**src/rtl/register_file_pkg.sv**
```systemverilog
// Shared types and helpers for the register file: clear-sweep FSM states and
// the per-index reset value used by reset, shadow init and the clear sweep.
package regfile_pkg;

    typedef enum logic [0:0] {
        IDLE  = 1'b0,
        CLEAR = 1'b1
    } clr_state_e;

    // Register 0 and 1 have programmable reset values; every other entry resets to zero.
    function automatic int reset_value(input int idx, input int rv0, input int rv1);
        int val;
        case (idx)
            0:       val = rv0;
            1:       val = rv1;
            default: val = 0;
        endcase
        return val;
    endfunction

endpackage

```
**src/rtl/register_file_if.sv**
```systemverilog
// Bus bundle between the datapath and the register file: write port, two read
// ports, shadow snapshot/restore controls and the clear sweep handshake.
interface register_file_if #(
    parameter int N  = 16,
    parameter int AW = 2
);
    logic          w;
    logic [AW-1:0] wsel;
    logic [N-1:0]  s;
    logic [AW-1:0] rsel_a;
    logic [AW-1:0] rsel_b;
    logic [N-1:0]  ra;
    logic [N-1:0]  rb;
    logic          snap;
    logic          rest;
    logic          clr;
    logic          busy;

    modport master (
        output w, wsel, s, rsel_a, rsel_b, snap, rest, clr,
        input  ra, rb, busy
    );

    modport slave (
        input  w, wsel, s, rsel_a, rsel_b, snap, rest, clr,
        output ra, rb, busy
    );
endinterface

```
**src/rtl/register_file_clr_seq.sv**
```systemverilog
// Clear sequencer: walks an index 0..DEPTH-1, one entry per cycle, after a clr
// pulse in IDLE. busy/clr_active are flop outputs that are high during the walk.
module regfile_clr_seq
    import regfile_pkg::*;
#(
    parameter int DEPTH = 4,
    parameter int AW    = 2
) (
    input  logic          clk,
    input  logic          rst,
    input  logic          clr,
    output logic          clr_active,
    output logic [AW-1:0] clr_idx,
    output logic          busy
);

    clr_state_e    state_q, state_d;
    logic [AW-1:0] idx_q, idx_d;
    logic          busy_q, busy_d;

    // Next-state and index logic; the last swept index returns the FSM to IDLE.
    always_comb begin
        state_d = state_q;
        idx_d   = idx_q;
        case (state_q)
            IDLE: begin
                if (clr) begin
                    state_d = CLEAR;
                    idx_d   = {AW{1'b0}};
                end else begin
                    state_d = IDLE;
                end
            end
            CLEAR: begin
                if (idx_q == AW'(DEPTH - 1)) begin
                    state_d = IDLE;
                    idx_d   = {AW{1'b0}};
                end else begin
                    idx_d = idx_q + AW'(1);
                end
            end
            default: begin
                state_d = IDLE;
                idx_d   = {AW{1'b0}};
            end
        endcase
        busy_d = (state_d == CLEAR);
    end

    // State, index and busy registers.
    always_ff @(posedge clk) begin
        if (rst) begin
            state_q <= IDLE;
            idx_q   <= {AW{1'b0}};
            busy_q  <= 1'b0;
        end else begin
            state_q <= state_d;
            idx_q   <= idx_d;
            busy_q  <= busy_d;
        end
    end

    assign clr_active = busy_q;
    assign clr_idx    = idx_q;
    assign busy       = busy_q;

endmodule

```
**src/rtl/register_file.sv**
```systemverilog
// DEPTH x N register file: one write port, two registered write-through read
// ports, single-cycle whole-file shadow snapshot/restore and a sequenced clear.
module register_file
    import regfile_pkg::*;
#(
    parameter int N     = 16,
    parameter int DEPTH = 4,
    parameter int RV0   = 2,
    parameter int RV1   = 1
) (
    input  logic            clk,
    input  logic            rst,
    register_file_if.slave  bus
);

    localparam int AW = $clog2(DEPTH);

    logic [N-1:0]  reg_q    [DEPTH];
    logic [N-1:0]  reg_d    [DEPTH];
    logic [N-1:0]  shadow_q [DEPTH];
    logic [N-1:0]  shadow_d [DEPTH];
    logic [N-1:0]  ra_q, ra_d;
    logic [N-1:0]  rb_q, rb_d;
    logic          clr_active_s;
    logic [AW-1:0] clr_idx_s;
    logic          busy_s;

    regfile_clr_seq #(
        .DEPTH (DEPTH),
        .AW    (AW)
    ) u_clr_seq (
        .clk        (clk),
        .rst        (rst),
        .clr        (bus.clr),
        .clr_active (clr_active_s),
        .clr_idx    (clr_idx_s),
        .busy       (busy_s)
    );

    // File/shadow update with sweep > rest > snap > w; reads see the post-update file.
    always_comb begin
        reg_d    = reg_q;
        shadow_d = shadow_q;
        if (clr_active_s) begin
            reg_d[clr_idx_s] = N'(reset_value(32'(clr_idx_s), RV0, RV1));
        end else if (bus.rest) begin
            reg_d = shadow_q;
        end else begin
            // Snapshot captures the pre-edge file, so a same-cycle write is not in the shadow.
            if (bus.snap) begin
                shadow_d = reg_q;
            end else begin
                shadow_d = shadow_q;
            end
            if (bus.w) begin
                reg_d[bus.wsel] = bus.s;
            end else begin
                reg_d[bus.wsel] = reg_q[bus.wsel];
            end
        end
        ra_d = reg_d[bus.rsel_a];
        rb_d = reg_d[bus.rsel_b];
    end

    // Storage, shadow bank and read-data registers.
    always_ff @(posedge clk) begin
        if (rst) begin
            for (int i = 0; i < DEPTH; i++) begin
                reg_q[i]    <= N'(reset_value(i, RV0, RV1));
                shadow_q[i] <= N'(reset_value(i, RV0, RV1));
            end
            ra_q <= {N{1'b0}};
            rb_q <= {N{1'b0}};
        end else begin
            reg_q    <= reg_d;
            shadow_q <= shadow_d;
            ra_q     <= ra_d;
            rb_q     <= rb_d;
        end
    end

    assign bus.ra   = ra_q;
    assign bus.rb   = rb_q;
    assign bus.busy = busy_s;

endmodule
```
**src/flat_wrapper.sv**
```systemverilog
// flat-port wrapper written by rule: the top's interface ports become plain ports
module register_file_flat import regfile_pkg::*;
#(
    parameter int N     = 16,
    parameter int DEPTH = 4,
    parameter int RV0   = 2,
    parameter int RV1   = 1
)
  (clk, rst, bus_w, bus_wsel, bus_s, bus_rsel_a, bus_rsel_b, bus_snap, bus_rest, bus_clr, bus_ra, bus_rb, bus_busy);
  register_file_if #(.N(N)) bus_i ();
  input  logic clk;
  input  logic rst;
  input wire logic [$bits(bus_i.w)-1:0] bus_w;
  input wire logic [$bits(bus_i.wsel)-1:0] bus_wsel;
  input wire logic [$bits(bus_i.s)-1:0] bus_s;
  input wire logic [$bits(bus_i.rsel_a)-1:0] bus_rsel_a;
  input wire logic [$bits(bus_i.rsel_b)-1:0] bus_rsel_b;
  input wire logic [$bits(bus_i.snap)-1:0] bus_snap;
  input wire logic [$bits(bus_i.rest)-1:0] bus_rest;
  input wire logic [$bits(bus_i.clr)-1:0] bus_clr;
  output wire logic [$bits(bus_i.ra)-1:0] bus_ra;
  output wire logic [$bits(bus_i.rb)-1:0] bus_rb;
  output wire logic [$bits(bus_i.busy)-1:0] bus_busy;
  assign bus_i.w = bus_w;
  assign bus_i.wsel = bus_wsel;
  assign bus_i.s = bus_s;
  assign bus_i.rsel_a = bus_rsel_a;
  assign bus_i.rsel_b = bus_rsel_b;
  assign bus_i.snap = bus_snap;
  assign bus_i.rest = bus_rest;
  assign bus_i.clr = bus_clr;
  assign bus_ra = bus_i.ra;
  assign bus_rb = bus_i.rb;
  assign bus_busy = bus_i.busy;
  register_file #(.N(N), .DEPTH(DEPTH), .RV0(RV0), .RV1(RV1)) u_core (.clk(clk), .rst(rst), .bus(bus_i));
endmodule
```
**config.mk**
```make
export PLATFORM = sky130hd
export DESIGN_NAME = register_file_flat
export DESIGN_NICKNAME = d
export VERILOG_FILES = /design/src/rtl/register_file_pkg.sv /design/src/rtl/register_file_if.sv /design/src/rtl/register_file_clr_seq.sv /design/src/rtl/register_file.sv /design/src/flat_wrapper.sv
export SDC_FILE = /design/constraint.sdc
export NUM_CORES = 1
export LEC_CHECK = 0
export BUFFER_PORTS_ARGS = -buffer_cell sky130_fd_sc_hd__buf_2
export CORE_ASPECT_RATIO = 1.75
export CORE_MARGIN = 2
export CORE_UTILIZATION = 35
export CTS_CLUSTER_SIZE = 12
export DETAILED_ROUTE_END_ITERATION = 12
export SETUP_SLACK_MARGIN = 0.5
export SLEW_MARGIN = 20
export SYNTH_ARGS = -nofsm -noshare
export SYNTH_HDL_FRONTEND = slang
export SYNTH_SLANG_ARGS = --single-unit
```
**constraint.sdc**
```tcl
create_clock -name clk -period 2.24 [get_ports clk]
set_input_delay 0.336 -clock clk [delete_from_list [all_inputs] [get_ports clk]]
set_output_delay 0.336 -clock clk [all_outputs]
set_load 0.005 [all_outputs]
```
### Word-level counts from Yosys, hierarchy flattened

Cells that the tools add are included.
Widths: inputs -> output; s select.

* add/sub/neg operators: 1
* mux-type cells: 27
* reductions and logical operators: 4
* eq/ne operators: 3
* divide/modulo/power cells: 0
* $lt $le $gt $ge: 6
* bitwise gates (word level): 6
* $mul: 0
* shift operators: 0

Operator list (number)
* $bwmux 64: 3
* $mux 64: 3
* $mux 16: 9
* $bmux 16 s2: 3
* $demux 16 s2: 2
* $ge 3x3->1 const B: 4
* $not 2->3: 4
* $pmux 2 s2: 2
* $lt 3x1->1 const B: 2
* $mux 2: 2
* $reduce_and 3->1: 1
* $add 2x1->2 const B: 1
* $eq 2x1->1 const B: 1
* $eq 2x2->1 const B: 1
* $logic_and 1x1->1: 2
* $logic_not 2->1: 1
* $mux 1: 2
* $ne 2x2->1 const B: 1
* $not 1->1: 2
* $pmux 1 s2: 1

* register bits after elaboration: 163
* bits of input ports: 28
* memory bits (writable): 0
* bits in latches: 0
* memories: 0
* bits in read-only memories: 0
* output and inout bits: 33

### Longest topological paths before layout

* depth in word-level cells: 12
* mapped depth: 9

### By module

Synthesis repeated with hierarchy kept, for this count alone.

* cells, all modules: 949
* area, all modules: 7663.6 um^2

Modules (own cells, without submodules)
* register_file: cells an instance 936, area an instance 7529.7 um^2, times used 1
* regfile_clr_seq: cells an instance 13, area an instance 133.9 um^2, times used 1

### Worst setup path before layout

OpenSTA, ideal clock, no wires.

* kind: reg2reg
* start point: register u_core.u_clr_seq.idx_q[1] (netlist: u_core.u_clr_seq.clr_idx[1])
* end point: register u_core.rb_q[5] (netlist: u_core.bus.rb[5])
* arrival: 1.733 ns
* slack: 0.371 ns
* library setup time: 0.137 ns
* required time: 2.103 ns
* cell stages (with the launch flop): 10
* cells stage by stage: dfxtp_1 > inv_1 > ha_1 > nand2b_1 > buf_2 > o21ai_0 > a222oi_1 > nor2_1 > a22oi_1 > o221ai_1

* word-level cells in the longest chain between the ends: 10
* elaborated cells on any way between the ends: 11
* those cells by class: 2 x order compare; 7 x mux; 1 x bitwise; 1 x reduce/logical

Ends and longest elaborated chain
* start: declaration: RTL line register_file_clr_seq.sv:18 `logic [AW-1:0] idx_q, idx_d;`
* start signal: assignment: RTL line register_file_clr_seq.sv:54 `idx_q <= {AW{1'b0}};`
* start signal: assignment: RTL line register_file_clr_seq.sv:58 `idx_q <= idx_d;`
* $not 2->3 (implied by the code) (*): RTL line register_file.sv:45 `reg_d[clr_idx_s] = N'(reset_value(32'(clr_idx_s), RV0, RV1));`
* $ge 3x3->1 (implied by the code) or $lt 3x1->1 (tied branches): RTL line register_file.sv:45
* $logic_and 1x1->1 (implied by the code): RTL line register_file.sv:45
* $mux 16 (implied by the code): RTL line register_file.sv:45
* $demux 16 s2 (*): RTL line register_file.sv:45
* $bwmux 64 (*): RTL line register_file.sv:45
* $mux 64 (*): RTL line register_file.sv:44 `if (clr_active_s) begin`
* $bmux 16 s2 (*): RTL line register_file.sv:62 `rb_d = reg_d[bus.rsel_b];`
* $mux 16 (implied by the code) (*) (2 in a row): RTL line register_file.sv:62
* end signal: assignment: RTL line register_file.sv:73 `rb_q <= {N{1'b0}};`
* end signal: assignment: RTL line register_file.sv:78 `rb_q <= rb_d;`
* end: declaration: RTL line register_file.sv:23 `logic [N-1:0] rb_q, rb_d;`

Mark *: on every way between the ends. The rest lies on a longest branch, timed or not. The select of a mux whose other input is x is not followed.
A chain may end at the register's enable or synchronous reset.

### Final worst setup path

* start point: register u_core.u_clr_seq.busy_q (netlist: u_core.u_clr_seq.busy)
* end point: register u_core.rb_q[15] (netlist: u_core.bus.rb[15])

* word-level cells in the longest chain between the ends: 4

Ends and longest elaborated chain
* start: declaration: RTL line register_file_clr_seq.sv:19 `logic busy_q, busy_d;`
* start signal: assignment: RTL line register_file_clr_seq.sv:59 `busy_q <= busy_d;`
* $mux 64: RTL line register_file.sv:44
* $bmux 16 s2: RTL line register_file.sv:62
* $mux 16 (implied by the code) (2 in a row): RTL line register_file.sv:62

Every way passes these cells. The select of a mux whose other input is x is not followed.

==> results.tsv <==
stage	metric	value	unit
status	status	finished clean	
setup_path	crit_path_start_kind	flop	
logic_synthesis	ys_types	68	
floorplanning	start_util	35.3	%
placement	place_area	9260	sq um
timing	max_freq	520	MHz
placement	place_congestion	0.968	
cells_and_area	final_cell_mix	nand2_1 (165), dfxtp_1 (160), a21oi_1 (119)	
cells_and_area	finalNetCount	1157	
worst_hold_path	hold_depth	3	
setup_path	r2r_cells	7	
floorplanning	die_h	207	um
setup_path	r2r-end	u_core.bus.rb[15]$_SDFF_PP0_	
logic_synthesis	synthAdderAreaFrac	0.610	%
logic_synthesis	synth_simple_gate_area_share	22.1	%
setup_path	critPathMaxFanout	8	
cells_and_area	area_delta_synth_final	30.7	%
timing	fin_skew	0.00898	ns
global_route	grt_pass1_vias	7893	
placement	dpl.cell_count	1379	
logic_synthesis	synth_xor_area_share	0	%
logic_synthesis	synth_ff_type	dfxtp_1	
floorplanning	core_area	23200	sq um
power	power.total	0.00731	W
logic_synthesis	synth_nets	1047	
routing	vias_per_cell	5.78	
clocking	clk_pin_slew	0.07	ns
setup_path	setup.worst_path.class	reg -> reg	
timing	setup_viol	0	
clocking	numCtsBuffers	17	
cells_and_area	post-route-util	46.2	%
power	ir_drop	0.515	mV
routing	drt_iter0_markers	773	
routing	wl	31.0	mm
floorplanning	ioPinCount	61	
routing	via_count	8347	
clocking	cts-root-buf	clkbuf_16	
logic_synthesis	synth_top_family_by_area	compound AO/OA/AOI/OAI gates	
logic_synthesis	avgSynthCellArea	8.09	sq um
global_route	grt_max_degree	65	
global_route	grt_use_total	24.3	%
cells_and_area	stdcell_count	1443	
logic_synthesis	yosysSeqAreaShare	39.8	%
clocking	cts.sinks	163	
floorplanning	die_w	120	um
cells_and_area	design_area	10700	sq um
cells_and_area	layout_commonest_cell	nand2_1	
setup_path	worstReg2RegStart	u_core.u_clr_seq.busy$_SDFF_PP0_	
global_route	antenna_found_initial	1	
setup_path	end_kind	flop	
clocking	htreeDepth	4	
placement	portBuffers	60	
routing	ant_nets	0	
setup_path	r2r_slack	0.32	ns
timing	hold_viol	0	
logic_synthesis	yosysWarnings	0	
timing	holdWs	0.165	ns
power	p_per_area	681	nW/um^2
timing	slew_headroom	53.8	%
global_route	grt_pass1_wl	45.9	mm
logic_synthesis	ys_ff_latch	163	
worst_hold_path	hold_class	in -> reg	
clocking	clk_latency	0.44	ns
logic_synthesis	netlist_area	8210	sq um
timing	tightest_slew	0.691	ns
worst_hold_path	min_from	bus_clr	
global_route	gr-total-overflow	0	
routing	wl_per_cell	21.5	um
timing	post-route-min-period	1.92	ns
power	leakage	4.04	nW
logic_synthesis	synth_mux_area_share	7.45	%
timing	period_share	85.8	%
timing	rsz0062_at_grt	yes	
logic_synthesis	synth-compound-area-share	24.1	%
routing	drt-pass1-iter-count	6	
cells_and_area	drive_above_1_share	28.9	%
timing	slew_violations	0	
placement	dp_hpwl	20.1	mm
setup_path	required	2.57	ns
clocking	clock_tree.buffer_depth	2	
floorplanning	num_rows	74	
clocking	cts_tree	built	
setup_path	worstPathArrival	2.25	ns
logic_synthesis	synthArstFlopShare	0	%
logic_synthesis	synth_edf_count	0	
worst_hold_path	min_to	u_core.u_clr_seq.busy$_SDFF_PP0_	
logic_synthesis	synthCells	1015	
floorplanning	die_area	24700	sq um
routing	drc	0	
run	maxCapViolCount	0	
power by group:
| part | internal (W) | switching (W) |
|---|---|---|
| logic | 0.000588 | 0.000815 |
| registers | 0.00300 | 0.0000759 |
| clock network | 0.00152 | 0.00130 |
| total | 0.00511 | 0.00219 |
logic make-up (layout without fill, tap and decap cells):
| logic type | after synthesis | after routing |
|---|---|---|
| mux | 54 | 54 |
| buf+inv | 105 | 228 |
| fa+ha+maj | 4 | 4 |
| flops | 163 | 163 |
| simple gates | 383 | 383 |
| other cells | 0 | 1 |
| compound gates | 306 | 306 |
cells in the mapped netlist, types with 16 or more instances:
master / n / area share [%]
a21oi_1: 130 / 7.9
buf_2: 26 / 1.6
clkbuf_1: 34 / 1.6
dfxtp_1: 163 / 40
inv_1: 23 / 1.1
mux2i_1: 36 / 4.4
nand2_1: 169 / 7.7
nor2_1: 83 / 3.8
nor2b_1: 53 / 4.0
nor3_1: 16 / 0.98
o21ai_0: 33 / 2.0
sequential cells by signal, indices dropped and copies added, names as in the netlist:
signal / flops
u_core.shadow_q: 64
u_core.bus.ra: 16
u_core.u_clr_seq.busy: 1
u_core.reg_q: 64
u_core.u_clr_seq.clr_idx: 2
u_core.bus.rb: 16
area by class of cell:
type,count,area (sq um)
Timing Repair Buffer,172,1470
Multi-Input combinational cell,747,4940
Clock inverter,12,97.6
Fill cell,2253,12500
Tap cell,304,380
Antenna cell,1,2.50
Clock buffer,20,467
Inverter,24,95.1
Sequential cell,163,3270
per-layer routing:
| layer | global-route usage, % | wire length [um] | part of all wire [%] | up-vias |
|---|---|---|---|---|
| met5 | 0 | 0 | 0 | - |
| met4 | 14.5 | 1960 | 6.3 | 0 |
| met3 | 3.57 | 1710 | 5.5 | 123 |
| met2 | 42.6 | 15600 | 50 | 382 |
| met1 | 27.9 | 11800 | 38 | 4018 |
| li1 | - | - | - | 3824 |
worst max path at each step:
| stage | startpoint | to | slack, ns | depth (start not counted) |
|---|---|---|---|---|
| CTS | u_core.u_clr_seq.busy$_SDFF_PP0_ | u_core.bus.rb[15]$_SDFF_PP0_ | 0.41 | 7 |
| global placement | bus_wsel[1] | u_core.bus.rb[15]$_SDFF_PP0_ | -0.07 | 9 |
| detailed placement | bus_wsel[0] | u_core.bus.rb[15]$_SDFF_PP0_ | -0.12 | 8 |
| finish | u_core.u_clr_seq.busy$_SDFF_PP0_ | u_core.bus.rb[15]$_SDFF_PP0_ | 0.32 | 7 |
| floorplan | bus_wsel[0] | u_core.reg_q[49]$_SDFF_PP1_ | 0.44 | 7 |
| global route | u_core.u_clr_seq.busy$_SDFF_PP0_ | u_core.bus.rb[4]$_SDFF_PP0_ | 0.31 | 6 |
worst max-delay path, cell delays in order, from the launching register on:
cell     delay [ns]
dfxtp_4        0.40
or2_4          0.33
o21ai_4        0.37
buf_6          0.18
nand2_2        0.05
o21ai_2        0.10
nor2_2         0.06
o32ai_2        0.30
what timing repair did:
action | CTS | global route
gates resized for setup | 66 | 66
setup endpoints to repair | 111 | 105
buffers inserted | 16 | 7
pin swaps | 35 | 26
hold buffers | 0 | 0
gates cloned | 4 | 4
per-stage QoR:
step                setup TNS, ns  setup WS (ns)
floorplan                       0          0.443
global placement           -0.119        -0.0662
detailed placement         -0.251         -0.123
CTS                             0          0.408
global route                    0          0.308
finish                          0          0.317
Power figures use the tool's default switching activity.
